--- config.mk ---
export PLATFORM = sky130hd
export DESIGN_NAME = mem_ctrl
export DESIGN_NICKNAME = d
export VERILOG_FILES = /design/src/rtl/mem_ctrl.sv
export SDC_FILE = /design/constraint.sdc
export NUM_CORES = 1
export LEC_CHECK = 0
export ABC_AREA = 1
export BUFFER_PORTS_ARGS = -buffer_cell sky130_fd_sc_hd__buf_2
export CAP_MARGIN = 15
export CORE_ASPECT_RATIO = 0.5
export CORE_MARGIN = 8
export CORE_UTILIZATION = 59
export CTS_CLUSTER_DIAMETER = 80
export DETAILED_ROUTE_END_ITERATION = 8
export PLACE_DENSITY = 0.87
export SYNTH_ARGS = -nofsm -noshare
export SYNTH_HDL_FRONTEND = slang
export SYNTH_SLANG_ARGS = --single-unit
--- constraint.sdc ---
create_clock -name clk -period 4.7 [get_ports clk]
set_input_delay 0.47 -clock clk [delete_from_list [all_inputs] [get_ports clk]]
set_output_delay 0.47 -clock clk [all_outputs]
set_load 0.01 [all_outputs]
--- src/rtl/mem_ctrl.sv ---
// Data-memory and instruction-fetch controller: serialises byte/half/word loads and
// stores onto a byte-wide RAM and fetches words from a program ROM, each with its own FSM.
module mem_ctrl #(
  parameter int              XLEN       = 32,
  parameter logic [XLEN-1:0] DATA_START = 32'hC000_0000,
  parameter logic [XLEN-1:0] CODE_START = 32'h8000_0000,
  parameter int              RAM_AW     = 16,
  parameter int              ROM_AW     = 14,
  parameter int              RAM_LAT    = 1,
  parameter int              ROM_LAT    = 1
) (
  input  logic              clk,
  input  logic              rst_n,
  input  logic              i_main_req_valid,
  output logic              o_main_req_ready,
  input  logic              i_main_we,
  input  logic [1:0]        i_main_size,
  input  logic              i_main_unsigned,
  input  logic [XLEN-1:0]   i_main_addr,
  input  logic [XLEN-1:0]   i_main_wdata,
  output logic              o_main_resp_valid,
  output logic [XLEN-1:0]   o_main_rdata,
  output logic              o_main_err,
  input  logic              i_fetch_req_valid,
  output logic              o_fetch_req_ready,
  input  logic [XLEN-1:0]   i_fetch_addr,
  output logic              o_fetch_resp_valid,
  output logic              o_fetch_err,
  output logic [31:0]       o_fetch_instr,
  output logic [RAM_AW-1:0] o_ram_addr,
  output logic [7:0]        o_ram_wdata,
  output logic              o_ram_we,
  output logic              o_ram_re,
  input  logic [7:0]        i_ram_rdata,
  output logic [ROM_AW-1:0] o_rom_addr,
  output logic              o_rom_re,
  input  logic [31:0]       i_rom_q
);

  localparam logic [1:0] S_IDLE = 2'd0;
  localparam logic [1:0] S_WR   = 2'd1;
  localparam logic [1:0] S_RD   = 2'd2;
  localparam logic [1:0] S_DONE = 2'd3;

  localparam logic [1:0] F_IDLE = 2'd0;
  localparam logic [1:0] F_RD   = 2'd1;
  localparam logic [1:0] F_DONE = 2'd2;

  localparam logic [XLEN:0]   RAM_LIMIT = (XLEN+1)'(1) << RAM_AW;
  localparam logic [XLEN-1:0] ROM_LIMIT = XLEN'(1) << ROM_AW;

  // r_run holds both ready signals low until the first clock after reset release
  logic              r_run;
  logic [1:0]        r_state;
  logic [2:0]        r_cnt;
  logic [1:0]        r_cap;
  logic [2:0]        r_n;
  logic              r_uns;
  logic [RAM_AW-1:0] r_off;
  logic [31:0]       r_wdata;
  logic [31:0]       r_res;
  logic [RAM_LAT-1:0] r_tag;
  logic              r_resp_valid;
  logic [XLEN-1:0]   r_rdata;
  logic              r_err;

  logic [1:0]        r_fstate;
  logic [1:0]        r_fcnt;
  logic [ROM_AW-1:0] r_rom_addr;
  logic              r_fresp_valid;
  logic              r_ferr;
  logic [31:0]       r_finstr;

  logic              w_main_fire;
  logic [2:0]        w_n;
  logic [XLEN-1:0]   w_off;
  logic [XLEN:0]     w_end;
  logic              w_err;
  logic              w_ram_we;
  logic              w_ram_re;
  logic              w_tag_out;
  logic              w_last_cap;
  logic [7:0]        w_wbyte;
  logic [31:0]       w_res_next;
  logic [7:0]        w_sh;
  logic [XLEN-1:0]   w_shl;
  logic [XLEN-1:0]   w_srl;
  logic signed [XLEN-1:0] w_sra;
  logic [XLEN-1:0]   w_ext;

  logic              w_fetch_fire;
  logic [XLEN-1:0]   w_foff;
  logic [XLEN-1:0]   w_fidx;
  logic              w_ferr;

  always_comb begin
    case (i_main_size)
      2'd0:    w_n = 3'd1;
      2'd1:    w_n = 3'd2;
      2'd2:    w_n = 3'd4;
      default: w_n = 3'd0;
    endcase
  end

  // The end-of-access sum is one bit wider so a wrap past 2^XLEN still reads as out of range
  assign w_off       = i_main_addr - DATA_START;
  assign w_end       = {1'b0, w_off} + {{(XLEN-2){1'b0}}, w_n};
  assign w_err       = (i_main_size == 2'd3)
                     | ((i_main_size == 2'd1) & i_main_addr[0])
                     | ((i_main_size == 2'd2) & (i_main_addr[1:0] != 2'd0))
                     | (i_main_addr < DATA_START)
                     | (w_end > RAM_LIMIT);
  assign w_main_fire = r_run & (r_state == S_IDLE) & i_main_req_valid;

  assign w_ram_we   = (r_state == S_WR);
  assign w_ram_re   = (r_state == S_RD) && (r_cnt < r_n);
  assign w_tag_out  = r_tag[RAM_LAT-1];
  assign w_last_cap = w_tag_out && ({1'b0, r_cap} == (r_n - 3'd1));
  assign w_wbyte    = r_wdata[{r_cnt[1:0], 3'b000} +: 8];

  always_comb begin
    w_res_next = r_res;
    if (w_tag_out) begin
      for (int k = 0; k < 4; k++) begin
        if (r_cap == 2'(k)) w_res_next[8*k +: 8] = i_ram_rdata;
      end
    end
  end

  // Extension: park the loaded field at the top, then shift back logically or arithmetically
  assign w_sh  = 8'(XLEN) - {2'b00, r_n, 3'b000};
  assign w_shl = XLEN'(w_res_next) << w_sh;
  assign w_srl = w_shl >> w_sh;
  assign w_sra = $signed(w_shl) >>> w_sh;
  assign w_ext = r_uns ? w_srl : w_sra;

  always_ff @(posedge clk or negedge rst_n) begin
    if (!rst_n) begin
      r_run        <= 1'b0;
      r_state      <= S_IDLE;
      r_cnt        <= 3'd0;
      r_cap        <= 2'd0;
      r_n          <= 3'd0;
      r_uns        <= 1'b0;
      r_off        <= '0;
      r_wdata      <= 32'd0;
      r_res        <= 32'd0;
      r_tag        <= '0;
      r_resp_valid <= 1'b0;
      r_rdata      <= '0;
      r_err        <= 1'b0;
    end else begin
      r_run <= 1'b1;
      r_tag <= RAM_LAT'({r_tag, w_ram_re});
      case (r_state)
        S_IDLE: begin
          if (w_main_fire) begin
            r_off   <= w_off[RAM_AW-1:0];
            r_n     <= w_n;
            r_uns   <= i_main_unsigned;
            r_wdata <= i_main_wdata[31:0];
            r_cnt   <= 3'd0;
            r_cap   <= 2'd0;
            r_res   <= 32'd0;
            if (w_err) begin
              r_state      <= S_DONE;
              r_resp_valid <= 1'b1;
              r_err        <= 1'b1;
              r_rdata      <= '0;
            end else if (i_main_we) begin
              r_state <= S_WR;
            end else begin
              r_state <= S_RD;
            end
          end
        end
        S_WR: begin
          r_cnt <= r_cnt + 3'd1;
          if (r_cnt == (r_n - 3'd1)) begin
            r_state      <= S_DONE;
            r_resp_valid <= 1'b1;
            r_err        <= 1'b0;
            r_rdata      <= '0;
          end
        end
        S_RD: begin
          if (w_ram_re) r_cnt <= r_cnt + 3'd1;
          if (w_tag_out) begin
            r_res <= w_res_next;
            r_cap <= r_cap + 2'd1;
          end
          if (w_last_cap) begin
            r_state      <= S_DONE;
            r_resp_valid <= 1'b1;
            r_err        <= 1'b0;
            r_rdata      <= w_ext;
          end
        end
        default: begin
          r_resp_valid <= 1'b0;
          r_state      <= S_IDLE;
        end
      endcase
    end
  end

  assign o_main_req_ready  = r_run & (r_state == S_IDLE);
  assign o_main_resp_valid = r_resp_valid;
  assign o_main_rdata      = r_rdata;
  assign o_main_err        = r_err;
  assign o_ram_we          = w_ram_we;
  assign o_ram_re          = w_ram_re;
  assign o_ram_addr        = (w_ram_we | w_ram_re) ? (r_off + RAM_AW'(r_cnt)) : '0;
  assign o_ram_wdata       = w_ram_we ? w_wbyte : 8'd0;

  assign w_foff       = i_fetch_addr - CODE_START;
  assign w_fidx       = w_foff >> 2;
  assign w_ferr       = (i_fetch_addr[1:0] != 2'd0)
                      | (i_fetch_addr < CODE_START)
                      | (w_fidx >= ROM_LIMIT);
  assign w_fetch_fire = r_run & (r_fstate == F_IDLE) & i_fetch_req_valid;

  always_ff @(posedge clk or negedge rst_n) begin
    if (!rst_n) begin
      r_fstate      <= F_IDLE;
      r_fcnt        <= 2'd0;
      r_rom_addr    <= '0;
      r_fresp_valid <= 1'b0;
      r_ferr        <= 1'b0;
      r_finstr      <= 32'd0;
    end else begin
      case (r_fstate)
        F_IDLE: begin
          if (w_fetch_fire) begin
            r_rom_addr <= w_fidx[ROM_AW-1:0];
            r_fcnt     <= 2'd0;
            if (w_ferr) begin
              r_fstate      <= F_DONE;
              r_fresp_valid <= 1'b1;
              r_ferr        <= 1'b1;
              r_finstr      <= 32'd0;
            end else begin
              r_fstate <= F_RD;
            end
          end
        end
        F_RD: begin
          r_fcnt <= r_fcnt + 2'd1;
          if (r_fcnt == 2'(ROM_LAT)) begin
            r_fstate      <= F_DONE;
            r_fresp_valid <= 1'b1;
            r_ferr        <= 1'b0;
            r_finstr      <= i_rom_q;
          end
        end
        default: begin
          r_fresp_valid <= 1'b0;
          r_fstate      <= F_IDLE;
        end
      endcase
    end
  end

  assign o_fetch_req_ready  = r_run & (r_fstate == F_IDLE);
  assign o_fetch_resp_valid = r_fresp_valid;
  assign o_fetch_err        = r_ferr;
  assign o_fetch_instr      = r_finstr;
  assign o_rom_re           = (r_fstate == F_RD) && (r_fcnt == 2'd0);
  assign o_rom_addr         = o_rom_re ? r_rom_addr : '0;

endmodule

==> run summary, run 1 <==
The run finished with clean final reports. In this run the mean area of a mapped cell was roughly 7.1 sq um. The synthesized-area fraction occupied by adder cells is 0.03125. Setup repair after global routing left no endpoint under its margin. The core utilization of the finished layout came out at 0.7171.

Setup violations remaining at the end of the flow were counted as 0. The portion of netlist area occupied by mux cells is 0. The sequential power share is 0.335.

The final weighted congestion in routability-driven placement is 0.9891. The net switching fraction of the power is 0.4497. In the finished design, the share of the clock period the worst path needs comes to 0.8214. The most common cell after layout, fill and taps aside is nand2_1. The sequential fraction of the synthesis area is 0.4270.

After technology mapping, the gate count stands at 1476. The startpoint of the worst-slack reg-to-reg timing path is r_cnt[0]$_DFFE_PN0P_. For the worst setup path, the data required time is 4.23 ns.

In this run the remaining antenna-violating nets after routing total 0. The number of optimization iterations in the first detailed-route pass came out at 7. The routed wire length came out at 32.67 mm. The number of maximum-capacitance constraint violations came out at 0. Once the clock tree was built, the setup fixing pass inserted 0 buffers.

The clock period minus final worst setup slack is 3.860 ns. The detail-routed net length per standard cell came out at around 17 um. The height of the die is ~110 um. The hold buffer count at CTS came out at 0. The tree is rooted in a clkbuf_16. In the final layout, the share of cells above drive strength 1 is 0.1906. For this configuration, the core starts out at a cell density of 0.6029. The arrival time at the worst endpoint is ~3.4 ns. The clock slew at the register clock pins of the worst setup and hold paths is around 0.08 ns. Among all stages on the critical path, the largest delay is contributed by dfrtp_1.

The worst setup slack for register-to-register paths came out at roughly 1.2 ns. The number of top-level pins came out at between 200 and 300. Traced cell by cell, the critical path runs through clkinv_1, ha_1, o21ai_0, nor2_1, inv_1, nand2_1, inv_1, nor2_1, buf_2. The worst reg2reg path depth is 11. Derived from the worst setup path, the maximum achievable clock frequency is approximately 260 MHz. In the final timing run, aggregate negative setup slack is 0 ns. The deepest clock path buffer count is 2. The completed layout was analyzed and its total power is 6.878 mW. Internal power comes to 3.785 mW. The first global-routing pass estimated 52.19 mm of wire. The area of the die is 22560 sq um. In this run the power density over the cells is 551.3 nW/um^2. The layout overhead on the synthesized area came out at 18.94%. The via count of the first global-routing pass came out at 10.72k. In this run the static leakage power is 6.697 nW. In this run the worst path has a maximum fanout of 19. The area of all placed cells without fillers is 12480 sq um.

The final-report max-slew violation count is 0. The register bit total from synthesis came out at approximately 180. The placement row count is 34.

The post-cts gate resize count is 0. Following the worst setup path forward leads to its endpoint at o_ram_addr[0]. The clock insertion delay at the later pin of the skew report came out at 0.44 ns.

Leaving out fill and tap cells, the most frequent cells in the layout are nand2_1, buf_2, dfrtp_1. The placed wire-length estimate is 24.49 mm. The pin count of the biggest net entering global routing came out at 108. By startpoint and endpoint, the worst setup path is classified as register to output port. The compound-gate portion of the synthesized area is 0.1608. The width of the die is 204.6 um. The number of failing hold endpoints at the final stage is 0. In the routed layout, each cell is associated on average with a via count of 5.656. On the worst path, the slowest cell contributes a delay of 0.74 ns. The worst hold slack came out at between 0.03 and 0.04 ns. The synthesized-area fraction occupied by and/or/nand/nor cells is 0.2991. After synthesis the cells add up to 10490 sq um. The combinational group share of total power came out at 0.446. TritonCTS built the clock tree.

The slack of the critical path is 0.8396 ns. The clock arrives with 0.01492 ns of skew. The maximum vdd drop is between 0.4 and 0.5 mV. The clock net in this run drives a total of around 180 sinks. The worst register-to-register path ends at o_main_rdata[0]$_DFFE_PN0P_. The number of antenna violations at the first check in global routing was 0.

The worst setup path is captured at an output port. In this run the worst setup path begins at r_cnt[0]$_DFFE_PN0P_. The switching component of the power is slightly above 3 mW. The number of vias in the routed layout came out at 10.97k. The kind of start point of the critical path is a register. The net total in the final layout came out at roughly 1.9k. The count of port buffers added during placement came out at 254. The synthesized-area fraction occupied by xor and xnor cells is 0.005010. The placeable core region is 17400 sq um. The detailed router's first-iteration violation count is 1138. The total of warnings raised by yosys came out at 0.

In the routed design, unresolved DRC markers number 0. The number of distinct library cells after synthesis is 40. The overflow left after global routing is 0. In this run the number of H-tree levels came out at 4. The worst slew margin relative to its limit came out at 0.2550.

The clock network power share is 0.219. The count of filler cells inserted in the layout is about 1.4k. TritonCTS created 17 clock buffers.

The post-detailed-placement cell area is 11860 sq um. The combinational family with the most area after synthesis is simple AND/OR/NAND/NOR gates. In the global route stage, overall resource usage came out at 0.2830. The net count after synthesis came out at 1645. The final non-filler cell total is slightly below 2k. The slew at the pin with the worst max-slew slack came out at about 1.1 ns. The path class of the tightest hold or removal check is input pin to async pin.

The cell total after placement is 1907. The post-placement worst setup slack came out at 1.055 ns.
## worst min-delay path by stage
stage                                          endpoint  slack (ns)  cells after the start
after global placement    o_main_resp_valid$_DFFE_PN0P_        0.46                      2
after floorplan                 o_fetch_err$_DFFE_PN0P_        0.17                      0
after global routing              r_off[15]$_DFFE_PN0P_        0.09                      1
after detailed placement        r_wdata[14]$_DFFE_PN0P_        0.46                      2
final                           r_fstate[0]$_DFFE_PN0P_        0.04                      1
after CTS                     r_rom_addr[1]$_DFFE_PN0P_        0.07                      1
## area by class of cell
type                            count  area [sq um]  share of cell area
Antenna cell                        1         2.502           0.0002006
Clock buffer                       20         446.7             0.03580
Clock inverter                     12         170.2             0.01364
Inverter                          134         503.0             0.04031
Multi-Input combinational cell   1096          5218              0.4182
Sequential cell                   179          4479              0.3590
Tap cell                          234         292.8             0.02347
Timing Repair Buffer              264          1365              0.1094
## cell usage after synthesis (all sizes together)
| cell | number | area share |
|---|---|---|
| a21oi | 49 | 0.023 |
| a22o | 33 | 0.028 |
| a41o | 1 | 0.00095 |
| and2 | 1 | 0.00060 |
| buf | 16 | 0.010 |
| clkbuf | 51 | 0.018 |
| clkinv | 3 | 0.0011 |
| conb | 1 | 0.00036 |
| dfrtp | 179 | 0.43 |
| fa | 2 | 0.0038 |
| ha | 23 | 0.027 |
| inv | 131 | 0.047 |
| nand2 | 490 | 0.18 |
| nand3 | 71 | 0.035 |
| nand3b | 5 | 0.0036 |
| nand4 | 10 | 0.0060 |
| nor2 | 172 | 0.064 |
| nor3 | 12 | 0.0062 |
| nor4 | 3 | 0.0018 |
| nor4b | 1 | 0.00084 |
| o2111ai | 3 | 0.0025 |
| o211ai | 10 | 0.0072 |
| o21ai | 160 | 0.077 |
| o221ai | 7 | 0.0058 |
| o22ai | 27 | 0.017 |
| or2 | 9 | 0.0054 |
| xnor2 | 4 | 0.0033 |
| xor2 | 2 | 0.0017 |
## state kept, by name (all words and copies together) (netlist names), 3 cells and up
register	count
r_rom_addr	14
r_cnt	3
o_main_rdata	32
r_res	32
r_off	16
r_n	3
r_wdata	32
o_fetch_instr	32
## critical path, delay by kind of cell, from the launching register on
family          cells  cell delay (ns)
compound gates      1             0.18
fa+ha+maj           1             0.40
buf+inv             4             1.22
flops               1             0.74
simple gates        3             0.42
## routing by layer
layer  vias to the layer above  share of wire  GRT usage
li1                       5230              -          -
met1                      5222           0.41     0.3506
met2                       451           0.50     0.5021
met3                        69          0.063    0.05105
met4                         0          0.022    0.09300
met5                         -              0          0
## power by group through the flow
stage,Combinational [mW],Clock [mW],Sequential [mW]
6_report,3.07,1.50,2.31
2_1_floorplan,2.18,0,2.26
3_3_place_gp,2.91,0,2.30
4_1_cts,3.03,1.51,2.30
3_5_place_dp,3.01,0,2.32
5_1_grt,3.44,1.58,2.35
## logic make-up (layout without fill, tap and decap cells)
kind of cell    Yosys count  after routing
fa+ha+maj                25             25
buf+inv                 201            430
compound gates          290            290
other cells               1              2
simple gates            774            774
flops                   179            179
xor+xnor                  6              6
No activity file was read; power rests on OpenSTA's default activity.
==> run 2: changes to the inputs <==
- ABC_AREA: 1 -> 0
- CORE_UTILIZATION: 59 -> 54
- PLACE_DENSITY: 0.87 -> 0.81
- clock period: 4.7 -> 3.8 ns (I/O delays scaled with it)
==> run 2 against run 1 <==
Compared with the run above: die area rose by 2.7%; sequential share of layout area rose by 1.6 points; power up 16%; via count is 24% lower; combinational power is 15% higher; clock skew is 0.0042 ns lower; critical path type unchanged; largest power group unchanged.
==> run summary, run 2 <==
The part of the cycle the worst path needs came out at 0.9439. The overall power consumption is 7.987 mW (was 6.878 mW). Result of the run: finished clean (unchanged).

The placed wire-length estimate is 20.63 mm (was 24.49 mm). The height of the die came to 111.7 um (was 110.3 um). The clock insertion delay at the later pin of the skew report was 0.43 ns (was 0.44 ns). The sequential fraction of the synthesis area came out at 0.4530 (was 0.4270). The type of the worst min-delay path is input pin to register (was input pin to async pin). The kind of start point of the critical path is a register (unchanged). The final non-filler cell total is 1423 (was 1940).

The count of flip-flops with a built-in enable after synthesis is 0 (unchanged). The total of warnings raised by yosys was 0 (unchanged). The number of setup violations in the final report came out at 0 (unchanged). The kind of end point of the critical path is an output port (unchanged). The routed wire length came out at 27.27 mm (was 32.67 mm).

The cell area after synthesis came out at 9888 sq um (was 10490 sq um). The number of distinct library cells after synthesis came out at 63 (was 40). The detail-routed via count per cell is 5.854 (was 5.656). The placement row count was 35 (was 34). The clock period minus final worst setup slack is around 3.6 ns. The deepest clock path buffer count is 2 (unchanged).

The path type of the worst setup path is register to output port (unchanged). The detail-routed net length per standard cell came out at 19.16 um (was 16.84 um). Most used standard cells in the synthesized netlist: dfrtp_1, mux2_2, nand2_1 (was nand2_1, dfrtp_1, nor2_1). The area share of the largest cell type after synthesis is 0.4530 (was 0.4270). The number of clock sinks is 179 (unchanged). The cell class contributing the biggest share of worst-path delay is simple AND/OR/NAND/NOR gates (was buffers and inverters). The total power per unit cell area came out at 668.5 nW/um^2 (was 551.3 nW/um^2).

The final-report max-slew violation count is 0 (unchanged). The number of buffers and inverters on the critical path came to 2 (was 4). The overall track demand over capacity in global routing came out at 0.2335 (was 0.2830). The number of CTS-inserted buffers is 17 (unchanged). The proportion of layout cells with a drive suffix above 1 was 0.3492 (was 0.1906). The arrival time at the worst endpoint came out at 3.21 ns (was 3.39 ns). The average instance area after synthesis came to 10.62 sq um (was 7.107 sq um).

The most common cell after layout, fill and taps aside is buf_2 (was nand2_1). The width of the die is 207.4 um (was 204.6 um). The stage delay of the slowest cell on the critical path came out at 0.87 ns (was 0.74 ns). The pin count of the biggest net entering global routing came out at 78 (was 108). The placeable core region is 18170 sq um (was 17400 sq um). Unrepaired setup endpoints after global routing: false (unchanged).

The setup TNS came out at 0 ns (unchanged). The dominant cell by count in the synthesized netlist is dfrtp_1 (was nand2_1). The net count after synthesis was 1100 (was 1645). The area of the die came out at 23160 sq um (was 22560 sq um). The post-cts gate resize count came out at 0 (unchanged). The core utilization of the finished layout was 0.6574 (was 0.7171). The clock slew at the register clock pins of the worst setup and hold paths was 0.07 ns (was 0.08 ns).

The dominant register cell in the synthesized netlist is dfrtp_1 (unchanged). The cell count after synthesis is 931 (was 1476). The top achievable clock speed came out at 278.8 MHz. The number of maximum-capacitance constraint violations came to 0 (unchanged). The layout overhead on the synthesized area is 20.83% (was 18.94%). The cell taking the most area after synthesis is dfrtp_1 (unchanged).

The slowest stage cell on the critical path is nor2_1 (was dfrtp_1). The number of failing hold endpoints at the final stage came out at 0 (unchanged). The sequential power share came to 0.338 (was 0.335). The CTS tree is built (unchanged). The share of flip-flops with an asynchronous set or reset came out at 1.000 (unchanged). The wire length of the first global-routing pass is 44.66 mm (was 52.19 mm). The number of top-level pins came out at 255 (unchanged). The number of vias in the routed layout is 8330 (was 10.97k). The number of antenna violations at the first check in global routing came to 5 (was 0). The via count of the first global-routing pass came out at 8842 (was 10.72k). The net total in the final layout is 1336 (was 1861). Commonest cells after routing, fill and taps aside: buf_2, dfrtp_1, mux2_2 (was nand2_1, buf_2, dfrtp_1). The number of H-tree branching levels came out at 4 (unchanged). The highest net fanout along the worst path was 16 (was 19). The register bit total from synthesis came to 179 (unchanged).

Top post-synthesis cells by area: dfrtp_1, mux2_2, a22o_1, mux2i_1, o21ai_0 (was dfrtp_1, nand2_1, o21ai_0, nor2_1, inv_1). The maximum clock skew at final layout came out at 0.01068 ns (was 0.01492 ns). The leakage power came out at 6.017 nW (was 6.697 nW). The root buffer selected by CTS is clkbuf_16 (unchanged). The combinational group share of total power came out at 0.441 (was 0.446).

The required time of the critical path came out at 3.42 ns (was 4.23 ns). The detailed router's first-iteration violation count is 627 (was 1138). The count of port buffers added during placement was 254 (unchanged). The initial core utilization came out at 0.5441 (was 0.6029). The cell total after placement came out at 1387 (was 1907). The switching component of the power came out at 3.186 mW (was 3.093 mW). The worst slew margin relative to its limit is 0.2396 (was 0.2550).

The clock network power share is 0.221 (was 0.219). The internal portion of total power came out at 4.801 mW (was 3.785 mW). The overflow left after global routing was 0 (unchanged). The number of optimization iterations in the first detailed-route pass came out at 5 (was 7).

The DRC violation count after routing is 0 (unchanged). The slew at the pin with the worst max-slew slack came out at 1.136 ns (was 1.115 ns). The final weighted congestion in routability-driven placement came out at 0.9092 (was 0.9891). The count of filler cells inserted in the layout was 1422 (was 1427).

The net switching fraction of the power is 0.3989 (was 0.4497). The number of routed nets with antenna violations came out at 0 (unchanged). Series of cell instances along the critical path: clkinv_1, ha_1, o21ai_0, and3b_1, nor2_1, nor2b_1, buf_2 (was clkinv_1, ha_1, o21ai_0, nor2_1, inv_1, nand2_1, inv_1, nor2_1, buf_2). The maximum vdd drop came out at 0.4227 mV (was 0.4277 mV).
==> run 2: cell count changes in the layout (fill, tap and decap cells not counted), moves of 41 or more <==
cell     delta
inv_1      -97
nor2_1    -102
nand3_1    -46
nand2_1   -424
o21ai_0    -65
mux2i_1    +41
mux2_2     +71
==> run 2: repair_timing <==
item,in CTS,in global routing
endpoints found under the hold margin,4,0
hold buffers,1,0
buffers inserted,0,0
setup endpoints to repair,0,0
==> run 2: area by class of cell <==
cell class	instances	area (sq um)	share of cell area
diodes	3	7.507	0.0006283
clock buffers	17	425.4	0.03561
clock inverters	15	158.9	0.01330
inverters	31	116.4	0.009739
multi-input cells	673	5072	0.4245
flip-flops and latches	179	4479	0.3749
well taps	240	300.3	0.02513
repair buffers	265	1388	0.1161
==> run 2: cell families (layout without fill, tap and decap cells) <==
kind of cell	count (synthesis)	in the layout	share of synthesized area
fa+ha+maj	25	25	0.03315
simple gates	256	256	0.1291
flops	179	179	0.4530
buf+inv	79	328	0.03442
other cells	1	4	0.0003792
xor+xnor	24	24	0.02126
compound gates	227	227	0.1578
mux	140	140	0.1709
==> run 2: power by group through the flow <==
stage	combinational (mW)	sequential, mW	clock [mW]
after global placement	3.37	2.69	0
after CTS	3.51	2.69	1.80
after detailed placement	3.48	2.72	0
after global routing	3.84	2.75	1.89
final	3.52	2.70	1.77
after floorplan	2.57	2.67	0
==> run 2: final timing paths <==
check	slack, ns	start	depth (start not counted)	end
worst max-delay path	0.21	r_n[2]$_DFFE_PN0P_	7	o_ram_addr[0]
worst min-delay path	0.16	i_rom_q[3]	2	o_fetch_instr[3]$_DFFE_PN0P_
worst max register to register	0.72	r_n[0]$_DFFE_PN0P_	10	o_main_rdata[0]$_DFFE_PN0P_
worst min register to register	0.49	r_res[3]$_DFFE_PN0P_	2	r_res[3]$_DFFE_PN0P_
max in group asynchronous	2.25	rst_n	3	o_main_rdata[26]$_DFFE_PN0P_
min in group asynchronous	0.55	rst_n	2	r_rom_addr[9]$_DFFE_PN0P_
==> run 2: per-stage QoR <==
stage | hold slack [ns] | instance area [sq um] | setup WS, ns
floorplan | 0.08441 | 9888 | 0.4205
global placement | 0.4474 | 11350 | 0.1328
detailed placement | 0.4581 | 11350 | 0.06281
CTS | 0.1499 | 11940 | 0.3129
global route | 0.1504 | 11950 | 0.06054
finish | 0.1594 | 11950 | 0.2132
==> run 2: per-layer routing <==
metal	up-vias	track usage	wire length [um]
met1	4094	0.2740	11180
met4	4	0.07958	607
met5	-	0	23
met3	60	0.06366	1633
li1	3892	-	-
met2	280	0.4112	13830
==> run 3: changes to the inputs <==
- BUFFER_PORTS_ARGS: -buffer_cell sky130_fd_sc_hd__buf_2 -> default
- CORE_UTILIZATION: 54 -> 64
- DONT_BUFFER_PORTS: default -> 1
- PLACE_DENSITY: 0.81 -> 0.8
==> run 3 against run 2 <==
Compared with the run above: the flow now finishes with violations (hold timing); setup slack gained 0.11 ns; routed wire length shrank 6.5%; register-to-register slack gained 0.02 ns; largest cell class unchanged.
==> run summary, run 3 (same netlist as run 2, synthesis figures left out) <==
The via count of the first global-routing pass was 7576 (was 8842). The leakage power was 4.841 nW (was 6.017 nW). Result of the run: complete, but fails checks (was finished clean). The met1 track utilization from global routing came out at 0.3016 (was 0.2740). The DRC violation count after routing came out at 0 (unchanged).

The post-cts gate resize count is 0 (unchanged). The switching component of the power came out at 3.004 mW (was 3.186 mW). The part of the cycle the worst path needs is 0.9138 (was 0.9439). The number of buffers and inverters on the critical path is 1 (was 2).

The initial core utilization is 0.6482 (was 0.5441). Unrepaired setup endpoints after global routing: false (unchanged). The number of top-level pins came out at 255 (unchanged). The number of vias in the routed layout came to 7297 (was 8330). The area of the die is 19930 sq um (was 23160 sq um). The met3 track demand over resource in global routing is 0.07932 (was 0.06366). The area of all placed cells without fillers was 10590 sq um (was 11950 sq um). The startpoint of the worst-slack reg-to-reg timing path is r_n[0]$_DFFE_PN0P_ (unchanged). The sequential power share came out at 0.365 (was 0.338). The kind of end point of the critical path is an output port (unchanged). The number of maximum-capacitance constraint violations is 0 (unchanged). The number of clock sinks came out at 179 (unchanged). The detail-routed net length per standard cell is 22.65 um (was 19.16 um). The timing startpoint of the critical path was r_n[2]$_DFFE_PN0P_ (unchanged). The clock period minus final worst setup slack is 3.473 ns (was 3.587 ns). The number of H-tree branching levels is 4 (unchanged).

The post-detailed-placement cell area is 9981 sq um (was 11350 sq um). The path type of the worst setup path is register to output port (unchanged). The highest net fanout along the worst path is 16 (unchanged). The arrival time at the worst endpoint is 3.09 ns (was 3.21 ns). The overflow left after global routing came out at 0 (unchanged). The clock slew at the register clock pins of the worst setup and hold paths came out at 0.07 ns (about the same). The width of the die came out at 191.8 um (was 207.4 um). The placeable core region came out at 15250 sq um (was 18170 sq um). The peak-usage layer in the global routing report is met2 (unchanged). The cell class contributing the biggest share of worst-path delay is simple AND/OR/NAND/NOR gates (unchanged).

The most common cell after layout, fill and taps aside is dfrtp_1 (was buf_2). The wire length of the first global-routing pass came out at 41.30 mm (was 44.66 mm). The proportion of layout cells with a drive suffix above 1 is 0.1672 (was 0.3492).

The root buffer selected by CTS is clkbuf_16 (unchanged). The count of port buffers added during placement was 0 (was 254). The checks that failed: hold timing. The number of routed nets with antenna violations is 0 (unchanged). Series of cell instances along the critical path: clkinv_1, ha_1, o21ai_0, and3b_1, nor2_1, nor2_1 (was clkinv_1, ha_1, o21ai_0, and3b_1, nor2_1, nor2b_1, buf_2). The type of the worst min-delay path was input pin to async pin (was input pin to register). The kind of start point of the critical path was a register (unchanged).

The routed wire length is 25.48 mm (was 27.27 mm). The worst slew margin relative to its limit is 0.2645 (was 0.2396). The slowest stage cell on the critical path is nor2_1 (unchanged). The slew at the pin with the worst max-slew slack is 1.099 ns (was 1.136 ns).

The maximum vdd drop was 0.4652 mV (was 0.4227 mV). The maximum clock skew at final layout came to 0.01139 ns (was 0.01068 ns). The number of CTS-inserted buffers is 17 (unchanged).

The detail-routed via count per cell is 6.486 (was 5.854). The clock network power share came out at 0.240 (was 0.221). The placement row count is 32 (was 35). The number of optimization iterations in the first detailed-route pass was 5 (unchanged). The number of failing hold endpoints at the final stage is 179 (was 0).

The deepest clock path buffer count is 2 (unchanged). The met2 global-route usage came out at 0.4466 (was 0.4112). The layout overhead on the synthesized area came out at 7.111% (was 20.83%). The worst hold slack came out at -0.3593 ns (was 0.1594 ns). Commonest cells after routing, fill and taps aside: dfrtp_1, mux2_2, nand2_1 (was buf_2, dfrtp_1, mux2_2). The number of antenna violations at the first check in global routing is 4 (was 5). The combinational group share of total power came out at 0.395 (was 0.441). The number of buffers inserted to repair setup after CTS is 0 (unchanged). The final weighted congestion in routability-driven placement is 0.8553 (was 0.9092). The clock insertion delay at the later pin of the skew report is 0.44 ns (was 0.43 ns). The height of the die is 103.9 um (was 111.7 um). The required time of the critical path came out at 3.42 ns (about the same).

The final-report max-slew violation count is 0 (unchanged). The net total in the final layout is 1077 (was 1336). The pin count of the biggest net entering global routing is 180 (was 78). The cell seen most often among critical-path stages is nor2_1. The top achievable clock speed is 288.0 MHz (was 278.8 MHz). The placed wire-length estimate came out at 18.98 mm (was 20.63 mm). The stage delay of the slowest cell on the critical path came out at 0.86 ns (was 0.87 ns). The CTS tree is built (unchanged). The antenna diode count is 0 (was 3). The overall track demand over capacity in global routing is 0.2574 (was 0.2335). The net switching fraction of the power came out at 0.3932 (was 0.3989). The internal portion of total power came out at 4.637 mW (was 4.801 mW). The setup TNS came out at 0 ns (unchanged). The number of setup violations in the final report was 0 (unchanged).

The total power per unit cell area is 721.5 nW/um^2 (was 668.5 nW/um^2). The detailed router's first-iteration violation count is 424 (was 627).
## run 3: cell types whose count changed in the layout (fill, tap and decap cells not counted), moves of 2 or more
| cell | change |
|---|---|
| buf_2 | -253 |
| buf_4 | -3 |
| diode_2 | -3 |
| inv_8 | +2 |
| clkinv_4 | -2 |
## run 3: final timing paths
check	endpoint	slack (ns)	cells past startpoint
max in group asynchronous	r_off[13]$_DFFE_PN0P_	3.86	0
setup reg to reg	o_main_rdata[1]$_DFFE_PN0P_	0.74	10
hold reg to reg	r_res[4]$_DFFE_PN0P_	0.48	2
setup / recovery	o_ram_addr[7]	0.33	6
hold / removal	r_res[20]$_DFFE_PN0P_	-0.36	0
min in group clk	o_fetch_instr[13]$_DFFE_PN0P_	0.07	1
## run 3: cell type report
class,instances,area (sq um)
Timing Repair Buffer,6,57.56
Clock buffer,17,425.4
Sequential cell,179,4479
Tap cell,204,255.2
Multi-Input combinational cell,673,5072
Clock inverter,15,185.2
Inverter,31,116.4
Fill cell,1131,4663
## run 3: metrics by stage
stage | power [mW] | std cells | utilization | setup slack, ns
after floorplan | 5.238 | 931 | - | 0.4205
after global placement | 5.682 | 1093 | 0.6543 | 0.2568
after detailed placement | 5.821 | 1093 | 0.6543 | 0.1685
after CTS | 7.667 | 1125 | 0.6943 | 0.2983
after global routing | 8.121 | 1125 | 0.6943 | 0.09079
final | 7.642 | 1125 | 0.6943 | 0.3275
## run 3: power groups by stage
stage	clock [mW]	combinational, mW	sequential, mW
after floorplan	0	2.57	2.67
after global placement	0	2.89	2.79
after detailed placement	0	3.00	2.82
after CTS	1.86	3.01	2.79
after global routing	1.94	3.33	2.85
final	1.83	3.02	2.79
## run 3: layer usage
metal	vias to the layer above	share of wire
met5	-	0.0020
met4	8	0.020
met3	49	0.067
met2	238	0.52
met1	3623	0.39
li1	3379	-
